$ cat config.mk
export PLATFORM = sky130hd
export DESIGN_NAME = iob_uart_fifo_core_flat
export DESIGN_NICKNAME = d
export VERILOG_FILES = /design/src/rtl/iob_uart_fifo_core_if.sv /design/src/rtl/iob_uart_fifo_core.sv /design/src/flat_wrapper.sv
export SDC_FILE = /design/constraint.sdc
export NUM_CORES = 1
export LEC_CHECK = 0
export ABC_AREA = 1
export CAP_MARGIN = 10
export CORE_UTILIZATION = 70
export CTS_BUF_LIST = sky130_fd_sc_hd__clkbuf_8
export CTS_CLUSTER_SIZE = 14
export DETAILED_ROUTE_END_ITERATION = 7
export DONT_BUFFER_PORTS = 1
export PLACE_DENSITY_LB_ADDON = 0.1
export SLEW_MARGIN = 40
export SYNTH_ARGS = -nofsm -noshare
export SYNTH_HDL_FRONTEND = slang
export SYNTH_SLANG_ARGS = --single-unit
$ cat constraint.sdc
create_clock -name clk -period 6.2 [get_ports clk]
set_input_delay 1.24 -clock clk [delete_from_list [all_inputs] [get_ports clk]]
set_output_delay 1.24 -clock clk [all_outputs]
set_load 0.02 [all_outputs]
$ cat src/rtl/iob_uart_fifo_core_if.sv
`default_nettype none
// ============================================================================
// Module   : iob_uart_fifo_core_if
// Brief    : CPU-side FIFO port bundle of the UART core (TX push / RX pop).
// Revision : 1.0 - initial release
// ============================================================================
interface iob_uart_fifo_core_if #(
    parameter int DATA_BITS   = 8,
    parameter int FIFO_ADDR_W = 4
);
    logic [DATA_BITS-1:0] tx_data;
    logic                 tx_wr;
    logic                 tx_full;
    logic [FIFO_ADDR_W:0] tx_level;
    logic [DATA_BITS-1:0] rx_data;
    logic                 rx_rd;
    logic                 rx_empty;
    logic [FIFO_ADDR_W:0] rx_level;

    modport master (
        output tx_data, tx_wr, rx_rd,
        input  tx_full, tx_level, rx_data, rx_empty, rx_level
    );

    modport slave (
        input  tx_data, tx_wr, rx_rd,
        output tx_full, tx_level, rx_data, rx_empty, rx_level
    );
endinterface
`default_nettype wire

$ cat src/rtl/iob_uart_fifo_core.sv
`default_nettype none
// ============================================================================
// Module   : iob_uart_fifo_core
// Brief    : Full-duplex UART with TX/RX FIFOs, CTS-gated transmit and
//            RTS from RX headroom. Define IOB_UART_PARITY_EN for parity.
// Revision : 1.0 - initial release
// ============================================================================

module iob_uart_fifo_core_sfifo #(
    parameter int WIDTH  = 8,
    parameter int ADDR_W = 4
) (
    input  logic              clk,
    input  logic              rst,
    input  logic              push,
    input  logic [WIDTH-1:0]  din,
    input  logic              pop,
    output logic [WIDTH-1:0]  dout,
    output logic              full,
    output logic              empty,
    output logic [ADDR_W:0]   level
);
    localparam int c_depth = 1 << ADDR_W;

    logic [WIDTH-1:0]  r_mem [c_depth];
    logic [ADDR_W-1:0] r_wr_ptr;
    logic [ADDR_W-1:0] r_rd_ptr;
    logic [ADDR_W:0]   r_level;
    logic              w_push_ok;
    logic              w_pop_ok;

    assign empty = (r_level == '0);
    assign full  = (r_level == (ADDR_W+1)'(c_depth));
    assign level = r_level;
    assign dout  = empty ? '0 : r_mem[r_rd_ptr];

    // A full FIFO still accepts a push when the same cycle pops.
    assign w_pop_ok  = pop & ~empty;
    assign w_push_ok = push & (~full | w_pop_ok);

    always_ff @(posedge clk) begin
        if (rst) begin
            r_wr_ptr <= '0;
            r_rd_ptr <= '0;
            r_level  <= '0;
        end else begin
            if (w_push_ok) r_wr_ptr <= r_wr_ptr + 1'b1;
            if (w_pop_ok)  r_rd_ptr <= r_rd_ptr + 1'b1;
            if (w_push_ok && !w_pop_ok)      r_level <= r_level + 1'b1;
            else if (!w_push_ok && w_pop_ok) r_level <= r_level - 1'b1;
        end
    end

    always_ff @(posedge clk) begin
        if (!rst && w_push_ok) r_mem[r_wr_ptr] <= din;
    end
endmodule

module iob_uart_fifo_core #(
    parameter int DATA_BITS   = 8,
    parameter int FIFO_ADDR_W = 4,
    parameter int DIV_W       = 16
) (
    input  logic               clk,
    input  logic               rst,
    input  logic               rst_soft,
    input  logic               tx_en,
    input  logic               rx_en,
    input  logic [DIV_W-1:0]   bit_duration,
    iob_uart_fifo_core_if.slave bus,
    output logic               rx_overrun,
    output logic               rx_frame_err,
    output logic               txd,
    input  logic               rxd,
    input  logic               cts,
    output logic               rts
`ifdef IOB_UART_PARITY_EN
    ,
    input  logic               parity_en,
    input  logic               parity_odd,
    output logic               rx_parity_err
`endif
);
    localparam int c_depth = 1 << FIFO_ADDR_W;
    localparam logic [2:0] c_last_bit = 3'(DATA_BITS - 1);
    localparam logic [FIFO_ADDR_W:0] c_rts_lvl = (FIFO_ADDR_W+1)'(c_depth - 2);

    typedef enum logic [2:0] {
        TX_IDLE   = 3'd0,
        TX_START  = 3'd1,
        TX_DATA   = 3'd2,
        TX_PARITY = 3'd3,
        TX_STOP   = 3'd4
    } tx_state_t;

    typedef enum logic [2:0] {
        RX_IDLE   = 3'd0,
        RX_START  = 3'd1,
        RX_DATA   = 3'd2,
        RX_PARITY = 3'd3,
        RX_STOP   = 3'd4,
        RX_WAIT   = 3'd5
    } rx_state_t;

    logic                 w_rst;
    logic                 r_rxd_meta, r_rxd_sync;
    logic                 r_cts_meta, r_cts_sync;
    logic [DIV_W-1:0]     w_bd;
    logic [DIV_W-1:0]     w_bd_m1;
    logic [DIV_W-1:0]     w_half_m1;

    tx_state_t            r_tx_state;
    logic [DIV_W-1:0]     r_tx_cnt;
    logic [2:0]           r_tx_bit;
    logic [DATA_BITS-1:0] r_tx_sh;
    logic                 r_txd;
    logic [DATA_BITS-1:0] w_tx_head;
    logic                 w_tx_empty;
    logic                 w_tx_pop;

    rx_state_t            r_rx_state;
    logic [DIV_W-1:0]     r_rx_cnt;
    logic [2:0]           r_rx_bit;
    logic [DATA_BITS-1:0] r_rx_sh;
    logic                 w_rx_push;
    logic                 w_rx_full;
    logic                 w_rx_empty;
    logic                 r_overrun;
    logic                 r_frame_err;
    logic                 r_rts;

    assign w_rst = rst | rst_soft;

    always_ff @(posedge clk) begin
        if (w_rst) begin
            r_rxd_meta <= 1'b1;
            r_rxd_sync <= 1'b1;
            r_cts_meta <= 1'b0;
            r_cts_sync <= 1'b0;
        end else begin
            r_rxd_meta <= rxd;
            r_rxd_sync <= r_rxd_meta;
            r_cts_meta <= cts;
            r_cts_sync <= r_cts_meta;
        end
    end

    // Divisors below 2 would leave no room for a mid-bit sample.
    assign w_bd      = (bit_duration < DIV_W'(2)) ? DIV_W'(2) : bit_duration;
    assign w_bd_m1   = w_bd - DIV_W'(1);
    assign w_half_m1 = (w_bd >> 1) - DIV_W'(1);

    iob_uart_fifo_core_sfifo #(.WIDTH(DATA_BITS), .ADDR_W(FIFO_ADDR_W)) u_tx_fifo (
        .clk   (clk),
        .rst   (w_rst),
        .push  (bus.tx_wr),
        .din   (bus.tx_data),
        .pop   (w_tx_pop),
        .dout  (w_tx_head),
        .full  (bus.tx_full),
        .empty (w_tx_empty),
        .level (bus.tx_level)
    );

    iob_uart_fifo_core_sfifo #(.WIDTH(DATA_BITS), .ADDR_W(FIFO_ADDR_W)) u_rx_fifo (
        .clk   (clk),
        .rst   (w_rst),
        .push  (w_rx_push),
        .din   (r_rx_sh),
        .pop   (bus.rx_rd),
        .dout  (bus.rx_data),
        .full  (w_rx_full),
        .empty (w_rx_empty),
        .level (bus.rx_level)
    );

    assign bus.rx_empty = w_rx_empty;

    // End of a stop bit is a launch point too, so back-to-back frames have no gap.
    assign w_tx_pop = tx_en & ~w_tx_empty & r_cts_sync &
                      ((r_tx_state == TX_IDLE) ||
                       ((r_tx_state == TX_STOP) && (r_tx_cnt == '0)));

`ifdef IOB_UART_PARITY_EN
    logic r_tx_par;
    logic r_tx_par_en;
    logic r_rx_par_err;

    always_ff @(posedge clk) begin
        if (w_rst) begin
            r_tx_par    <= 1'b0;
            r_tx_par_en <= 1'b0;
        end else if (w_tx_pop) begin
            r_tx_par    <= (^w_tx_head) ^ parity_odd;
            r_tx_par_en <= parity_en;
        end
    end

    always_ff @(posedge clk) begin
        if (w_rst)
            r_rx_par_err <= 1'b0;
        else if ((r_rx_state == RX_PARITY) && (r_rx_cnt == '0) &&
                 (r_rxd_sync != ((^r_rx_sh) ^ parity_odd)))
            r_rx_par_err <= 1'b1;
    end

    assign rx_parity_err = r_rx_par_err;
`endif

    always_ff @(posedge clk) begin
        if (w_rst) begin
            r_tx_state <= TX_IDLE;
            r_tx_cnt   <= '0;
            r_tx_bit   <= '0;
            r_tx_sh    <= '0;
            r_txd      <= 1'b1;
        end else if (r_tx_state == TX_IDLE) begin
            r_txd <= 1'b1;
            if (w_tx_pop) begin
                r_tx_state <= TX_START;
                r_tx_sh    <= w_tx_head;
                r_tx_cnt   <= w_bd_m1;
                r_txd      <= 1'b0;
            end
        end else if (r_tx_cnt != '0) begin
            r_tx_cnt <= r_tx_cnt - 1'b1;
        end else begin
            r_tx_cnt <= w_bd_m1;
            case (r_tx_state)
                TX_START: begin
                    r_tx_state <= TX_DATA;
                    r_txd      <= r_tx_sh[0];
                    r_tx_sh    <= r_tx_sh >> 1;
                    r_tx_bit   <= '0;
                end
                TX_DATA: begin
                    if (r_tx_bit == c_last_bit) begin
`ifdef IOB_UART_PARITY_EN
                        if (r_tx_par_en) begin
                            r_tx_state <= TX_PARITY;
                            r_txd      <= r_tx_par;
                        end else
`endif
                        begin
                            r_tx_state <= TX_STOP;
                            r_txd      <= 1'b1;
                        end
                    end else begin
                        r_txd    <= r_tx_sh[0];
                        r_tx_sh  <= r_tx_sh >> 1;
                        r_tx_bit <= r_tx_bit + 1'b1;
                    end
                end
                TX_PARITY: begin
                    r_tx_state <= TX_STOP;
                    r_txd      <= 1'b1;
                end
                TX_STOP: begin
                    if (w_tx_pop) begin
                        r_tx_state <= TX_START;
                        r_tx_sh    <= w_tx_head;
                        r_txd      <= 1'b0;
                    end else begin
                        r_tx_state <= TX_IDLE;
                    end
                end
                default: begin
                    r_tx_state <= TX_IDLE;
                    r_txd      <= 1'b1;
                end
            endcase
        end
    end

    assign txd = r_txd;

    assign w_rx_push = (r_rx_state == RX_STOP) && (r_rx_cnt == '0) && r_rxd_sync;

    always_ff @(posedge clk) begin
        if (w_rst) begin
            r_rx_state  <= RX_IDLE;
            r_rx_cnt    <= '0;
            r_rx_bit    <= '0;
            r_rx_sh     <= '0;
            r_overrun   <= 1'b0;
            r_frame_err <= 1'b0;
        end else if (r_rx_state == RX_IDLE) begin
            if (rx_en && !r_rxd_sync) begin
                r_rx_state <= RX_START;
                r_rx_cnt   <= w_half_m1;
            end
        end else if (r_rx_state == RX_WAIT) begin
            if (r_rxd_sync) r_rx_state <= RX_IDLE;
        end else if (r_rx_cnt != '0) begin
            r_rx_cnt <= r_rx_cnt - 1'b1;
        end else begin
            r_rx_cnt <= w_bd_m1;
            case (r_rx_state)
                RX_START: begin
                    r_rx_state <= r_rxd_sync ? RX_IDLE : RX_DATA;
                    r_rx_bit   <= '0;
                end
                RX_DATA: begin
                    r_rx_sh <= {r_rxd_sync, r_rx_sh[DATA_BITS-1:1]};
                    if (r_rx_bit == c_last_bit) begin
`ifdef IOB_UART_PARITY_EN
                        r_rx_state <= parity_en ? RX_PARITY : RX_STOP;
`else
                        r_rx_state <= RX_STOP;
`endif
                    end else begin
                        r_rx_bit <= r_rx_bit + 1'b1;
                    end
                end
                RX_PARITY: r_rx_state <= RX_STOP;
                RX_STOP: begin
                    if (r_rxd_sync) begin
                        r_rx_state <= RX_IDLE;
                        if (w_rx_full && !bus.rx_rd) r_overrun <= 1'b1;
                    end else begin
                        r_frame_err <= 1'b1;
                        r_rx_state  <= RX_WAIT;
                    end
                end
                default: r_rx_state <= RX_IDLE;
            endcase
        end
    end

    always_ff @(posedge clk) begin
        if (w_rst) r_rts <= 1'b0;
        else       r_rts <= rx_en & (bus.rx_level < c_rts_lvl);
    end

    assign rts          = r_rts;
    assign rx_overrun   = r_overrun;
    assign rx_frame_err = r_frame_err;
endmodule
`default_nettype wire
$ cat src/flat_wrapper.sv
// flat-port wrapper written by rule: the top's interface ports become plain ports
module iob_uart_fifo_core_flat 
#(
    parameter int DATA_BITS   = 8,
    parameter int FIFO_ADDR_W = 4,
    parameter int DIV_W       = 16
)
  (clk, rst, rst_soft, tx_en, rx_en, bit_duration, rx_overrun, rx_frame_err, txd, rxd, cts, rts, bus_tx_data, bus_tx_wr, bus_rx_rd, bus_tx_full, bus_tx_level, bus_rx_data, bus_rx_empty, bus_rx_level);
  iob_uart_fifo_core_if #(.DATA_BITS(DATA_BITS), .FIFO_ADDR_W(FIFO_ADDR_W)) bus_i ();
  input  logic clk;
  input  logic rst;
  input  logic rst_soft;
  input  logic tx_en;
  input  logic rx_en;
  input  logic [DIV_W-1:0] bit_duration;
  output logic rx_overrun;
  output logic rx_frame_err;
  output logic txd;
  input  logic rxd;
  input  logic cts;
  output logic rts;
  input wire logic [$bits(bus_i.tx_data)-1:0] bus_tx_data;
  input wire logic [$bits(bus_i.tx_wr)-1:0] bus_tx_wr;
  input wire logic [$bits(bus_i.rx_rd)-1:0] bus_rx_rd;
  output wire logic [$bits(bus_i.tx_full)-1:0] bus_tx_full;
  output wire logic [$bits(bus_i.tx_level)-1:0] bus_tx_level;
  output wire logic [$bits(bus_i.rx_data)-1:0] bus_rx_data;
  output wire logic [$bits(bus_i.rx_empty)-1:0] bus_rx_empty;
  output wire logic [$bits(bus_i.rx_level)-1:0] bus_rx_level;
  assign bus_i.tx_data = bus_tx_data;
  assign bus_i.tx_wr = bus_tx_wr;
  assign bus_i.rx_rd = bus_rx_rd;
  assign bus_tx_full = bus_i.tx_full;
  assign bus_tx_level = bus_i.tx_level;
  assign bus_rx_data = bus_i.rx_data;
  assign bus_rx_empty = bus_i.rx_empty;
  assign bus_rx_level = bus_i.rx_level;
  iob_uart_fifo_core #(.DATA_BITS(DATA_BITS), .FIFO_ADDR_W(FIFO_ADDR_W), .DIV_W(DIV_W)) u_core (.clk(clk), .rst(rst), .rst_soft(rst_soft), .tx_en(tx_en), .rx_en(rx_en), .bit_duration(bit_duration), .bus(bus_i), .rx_overrun(rx_overrun), .rx_frame_err(rx_frame_err), .txd(txd), .rxd(rxd), .cts(cts), .rts(rts));
endmodule
Word-level counts from Yosys, hierarchy flattened --
Memories as Yosys holds them, arrays and structs flattened. A register that Yosys moved wholly into a read port is not among the register bits. Index checks and enable logic that the tools add are counted.
Word-level totals: memories kept 2, RAM bits 256, register bits 94, input port bits 33
Cells by class: $lt $le $gt $ge 2, bitwise logic cells 21, add/sub/neg operators 14, multiplexer cells 52, eq/ne operators 25, reductions and logical operators 42
Memories:
- u_core.u_rx_fifo.r_mem | words 16, width 8, read ports 1, clocked after Yosys merged registers in 1, write ports 1, line iob_uart_fifo_core.sv:25 | logic [WIDTH-1:0] r_mem [c_depth];
- u_core.u_tx_fifo.r_mem | words 16, width 8, read ports 1, clocked after Yosys merged registers in 1, write ports 1, line iob_uart_fifo_core.sv:25
Operators with widths (count):
- 16-bit two-way mux | 8
- 8-bit two-way mux | 6
- 16-bit by 1-bit subtractor with 16-bit output, second input constant | 3
- 3-bit two-way mux | 13
- 16-bit zero test | 2
- 16-bit nonzero test | 2
- 3-bit case mux with 4 select lines | 2
- 8-bit case mux with 3 select lines | 1
- 5-bit two-way mux | 4
- 4-bit by 1-bit adder with 4-bit output, second input constant | 4
- 16-bit by 2-bit less-than comparator with 1-bit output, second input constant | 1
- 4-bit two-way mux | 4
- 15-bit by 1-bit subtractor with 16-bit output, second input constant | 1
- 3-bit == test, second input constant | 5
- 3-bit by 2-bit == test with 1-bit output, second input constant | 4
- 3-bit case mux with 2 select lines | 2
- 4-bit AND reduction | 3
- 1-bit logical AND | 11
- 5-bit by 1-bit adder with 5-bit output, second input constant | 2
- 5-bit == test, second input constant | 2
- 5-bit zero test | 2
- 1-bit two-way mux | 10
- 1-bit NOT | 10
- 5-bit AND reduction | 2
- 21 further kinds | 52

Logic depth before layout (Yosys ltp) --
word-level depth 12, mapped depth 21, mapped depth without buffers 21

Cells and area by module --
A second synthesis with hierarchy kept.
Unflattened totals: cells, all modules 1841, area, all modules 16847.4 um^2
By module, submodules not included:
- iob_uart_fifo_core_sfifo (u_core.u_rx_fifo) | sequential area each 4184.0 um^2, times used 1, cells an instance 552, area each 6102.1 um^2
- iob_uart_fifo_core_sfifo (u_core.u_tx_fifo) | sequential area each 4184.0 um^2, times used 1, cells an instance 552, area each 6092.1 um^2
- iob_uart_fifo_core | sequential area each 1361.3 um^2, times used 1, cells an instance 737, area each 4653.2 um^2

Least setup slack after synthesis --
No wires, ideal clock.
kind input port to flip-flop, start in tx_en, end reg u_core.u_tx_fifo.r_level[4], in the netlist u_core.u_tx_fifo.level[4], arrival 3.082 ns, path slack 2.988 ns, stages 19, path through nand2_1 inv_1 nand2_1 inv_1 nand3_2 nand2_1 nand2_2 inv_1 ha_1 inv_1 ha_1 nand2_1 nor2_1 a211oi_1 nand2_1 nand2_1 nor2_1 o21ai_0 a21oi_1
Between the ends: longest elaborated chain between the ends 9, elaborated cells on any way between the ends 12, classes of those cells mux: 1; bitwise: 6; reduce/logical: 5
Ends and longest elaborated chain:
- from (decl) | line flat_wrapper.sv:13 | input logic tx_en;
- 1-bit bitwise AND (*) (3 in a row) | line iob_uart_fifo_core.sv:180 | assign w_tx_pop = tx_en & ~w_tx_empty & r_cts_sync &
- 1-bit bitwise AND (*) | line iob_uart_fifo_core.sv:38 | assign w_pop_ok = pop & ~empty;
- 1-bit bitwise OR (*) | line iob_uart_fifo_core.sv:39 | assign w_push_ok = push & (~full | w_pop_ok);
- 1-bit bitwise AND (*) | line iob_uart_fifo_core.sv:39
- via u_core.u_tx_fifo.w_push_ok | line iob_uart_fifo_core.sv:29 | logic w_push_ok;
- 1-bit zero test | line iob_uart_fifo_core.sv:50 | else if (!w_push_ok && w_pop_ok) r_level <= r_level - 1'b1;
- 1-bit logical AND | line iob_uart_fifo_core.sv:50
- 2-bit nonzero test (no line)
- to (signal assigned) | line iob_uart_fifo_core.sv:49 | if (w_push_ok && !w_pop_ok) r_level <= r_level + 1'b1;
- to (signal assigned) | line iob_uart_fifo_core.sv:50
- to (decl) | line iob_uart_fifo_core.sv:28 | logic [ADDR_W:0] r_level;
Mark *: on every way through the listed nets, which the timed path passes. The rest lies on a longest branch. A chain may end at the register's enable or synchronous reset.

==> qor.yml <==
run_status:
  status: "finished, final reports clean"
cts:
  clk_pin_slew_ns: 0.06
  cts_tree: "built"
  clkSinkCount: 358
  hold_buffers: 0
  cts_root_buf: "clkbuf_8"
  clk_path_buf_depth: 3
  insertion_delay_ns: 0.59
  cts_buffers: 55
  post_cts_buffers: 0
  htreeDepth: 2
  cts-resized-gates: 0
cells_and_area:
  postLayoutCellArea_sq_um: 17500
  nets: 1725
  drive_above_1_share_pct: 7.49
  area_growth_pct: 7.51
  antennaDiodeCount: 0
floorplan:
  start_util_pct: 71.6
  chipWidth_um: 154
  core_area_sq_um: 22700
  die_h_um: 154
  num_io_pins: 57
  die_area_sq_um: 23800
  num_rows: 55
detailed_routing:
  drtIter0Drc: 1414
  drt-pass1-iter-count: 6
  vias_per_cell: 6.19
  wire_per_inst_um: 19.0
  drc: 0
  wl_um: 37900
  dr_total_vias: 12300
  postRouteAntennaNets: 0
global_routing:
  grt_overflow_total: 0
  grt_max_degree: 68
  track_usage_pct: 32.2
  grt_pass1_wl_um: 60100
  grt_pass1_vias: 11800
  antenna_found_initial: 0
sta:
  setup_viol: 0
  clock_skew_ns: 0.0219
  timing.final.crit_share_pct: 72.0
  maxSlewHeadroom_pct: 38.5
  final.setup.tns_ns: 0
  worstMarginPinSlew_ns: 0.920
  min_period_ns: 4.46
  hold_viol: 0
  rsz0062_at_grt: "false"
  drv_slew: 0
  fmax_mhz: 224
synth:
  synth-xor-area-share_pct: 2.10
  async_reset_ff_share_pct: 0
  synth_fa_ha_area_share_pct: 2.40
  muxShareOfSynthArea_pct: 0.123
  synth_top_family_by_area: "simple AND/OR/NAND/NOR gates"
  synth_compound_area_share_pct: 14.0
  ys_ff_latch: 358
  ys_seq_area_share_pct: 59.9
  ys_warn_count: 0
  netlist_area_sq_um: 16300
  yosys_most_used_dff: "edfxtp_1"
  postSynthAreaPerCell_sq_um: 9.73
  synth_nets: 1733
  synth_cells: 1670
  synthSimpleGateAreaFrac_pct: 16.4
  synth_edf_count: 256
  synth_cell_type_count: 44
worst_setup_path:
  critPathCaptureType: "output pin"
  arrival_ns: 3.22
  path_class: "register to output pin"
  ff2ff_path_depth: 20
  timing.rr.end: "u_core.u_tx_fifo.level[4]"
  critPathCapture: "bus_rx_data[4]"
  startpoint_type: "register"
  critPathMaxFanout: 65
  r2r-start: "u_core.r_tx_state[0]"
  rrSetupSlack_ns: 2.17
  cp.required_ns: 4.96
power_and_ir_drop:
  vdd_drop_max_uv: 245
  p_leak_nw: 6.26
  total_power_mw: 4.56
  power.density_nw_per_um2: 261
placed_design:
  place_congestion: 0.926
  dp_hpwl_um: 24700
  port_buffers: 0
  post_dp_cell_area_sq_um: 16400
job:
  drv_cap: 0
worst_hold_path:
  hp-class: "register to register"
## synthesized netlist by cell type (4+ instances only)
master    instances  area share (%)
o22ai_1          12            0.46
nand3_1          88             2.7
nor4_1            8            0.31
xor2_1           27             1.5
o21ai_1           5            0.15
clkbuf_1         57             1.3
a21oi_1         106             3.3
nand2_2           4            0.15
o211ai_1         22             1.0
ha_1             28             2.2
a211oi_1          7            0.32
o21ai_0         207             6.4
inv_2             6            0.14
dfxtp_1         102              13
nor2_4            4            0.28
o221ai_1         38             2.0
inv_1           129             3.0
nand4_1          11            0.42
nor3_1           12            0.37
nor2_2            4            0.15
a31oi_1           8            0.31
edfxtp_1        256              47
nor2_1          286             6.6
xnor2_1          12            0.65
nand2_1         193             4.5
buf_1             4           0.092
buf_2             9            0.28
## kinds of logic after synthesis
logic type | count (synthesis)
buffers and inverters | 210
XOR/XNOR | 39
multiplexers | 2
AND/OR/NAND/NOR | 624
flip-flops | 358
adder cells (fa/ha/maj) | 30
AO/OA/AOI/OAI | 407
## worst max-delay path, stage by stage, from the launching register on
cell      delay, ns
dfxtp_2        0.32
buf_4          0.48
clkinv_2       0.79
o21ai_0        0.47
o22ai_1        0.12
nor2_1         0.10
nor2_1         0.05
o21ai_0        0.10
a21oi_1        0.20
## layout make-up
cell class / instances / area (sq um)
Clock buffer: 56 / 771
Clock inverter: 47 / 273
Fill cell: 1499 / 5240
Inverter: 137 / 517
Multi-Input combinational cell: 1102 / 5760
Sequential cell: 358 / 9730
Tap cell: 285 / 357
Timing Repair Buffer: 8 / 60.1
## through the flow
| step | cells | setup slack [ns] | hold slack (ns) | utilization, % |
|---|---|---|---|---|
| after floorplan | 1670 | 2.99 | 0.393 | - |
| after global placement | 1890 | 2.38 | 0.399 | 72.1 |
| after detailed placement | 1890 | 2.21 | 0.409 | 72.2 |
| after CTS | 1993 | 1.90 | 0.418 | 76.8 |
| after global routing | 1993 | 1.52 | 0.436 | 76.9 |
| final | 1993 | 1.74 | 0.417 | 76.9 |
## worst min path at each step
stage                      start                 to  slack (ns)  cells past startpoint
2_1_floorplan  u_core.r_rxd_meta  u_core.r_rxd_sync        0.39                      1
3_3_place_gp   u_core.r_cts_meta  u_core.r_cts_sync        0.40                      2
3_5_place_dp   u_core.r_cts_meta  u_core.r_cts_sync        0.41                      2
4_1_cts        u_core.r_cts_meta  u_core.r_cts_sync        0.42                      2
5_1_grt        u_core.r_rxd_meta  u_core.r_rxd_sync        0.44                      1
6_report       u_core.r_cts_meta  u_core.r_cts_sync        0.42                      2
## layer usage
layer | track usage (%) | up-vias | wire, um
met5 | 0 | - | 0
met4 | 11.6 | 0 | 951
met3 | 6.25 | 63 | 3470
met2 | 51.8 | 619 | 17800
met1 | 44.1 | 5829 | 15700
li1 | - | 5830 | -
## where the power goes
group	switching (mW)	leakage [nW]	internal, mW
clock	0.898	0.618	0.967
combinational	0.0955	2.76	0.0416
sequential	0.00867	2.88	2.55
total	1.00	6.26	3.56
## sequential cells by signal, summed over array words and instances, names as in the netlist, 5 cells and up, named ones only
signal	count
u_core.u_rx_fifo.r_mem	128
u_core.u_tx_fifo.r_mem	128
u_core.r_rx_cnt	16
u_core.r_tx_cnt	16
u_core.r_rx_sh	8
u_core.r_tx_sh	8
u_core.u_rx_fifo.level	5
u_core.u_tx_fifo.level	5
## layout by cell type (no fill, tap or decap), types with 7 or more instances in the layout
master | Yosys | final
o221ai_1 | 38 | 38
nand4_1 | 11 | 11
a31oi_1 | 8 | 8
clkbuf_8 | 0 | 56
inv_1 | 129 | 151
a211oi_1 | 7 | 7
nor3_1 | 12 | 8
clkinv_2 | 1 | 9
xnor2_1 | 12 | 12
nand2_1 | 193 | 193
o21ai_0 | 207 | 207
edfxtp_1 | 256 | 256
a21oi_1 | 106 | 106
buf_4 | 1 | 8
dfxtp_1 | 102 | 98
clkinv_1 | 1 | 13
o211ai_1 | 22 | 22
o22ai_1 | 12 | 12
nor4_1 | 8 | 8
nor2_2 | 4 | 13
nand3_1 | 88 | 88
ha_1 | 28 | 28
xor2_1 | 27 | 27
nor2_1 | 286 | 275
Note: power is estimated with default switching activity, not from simulation.
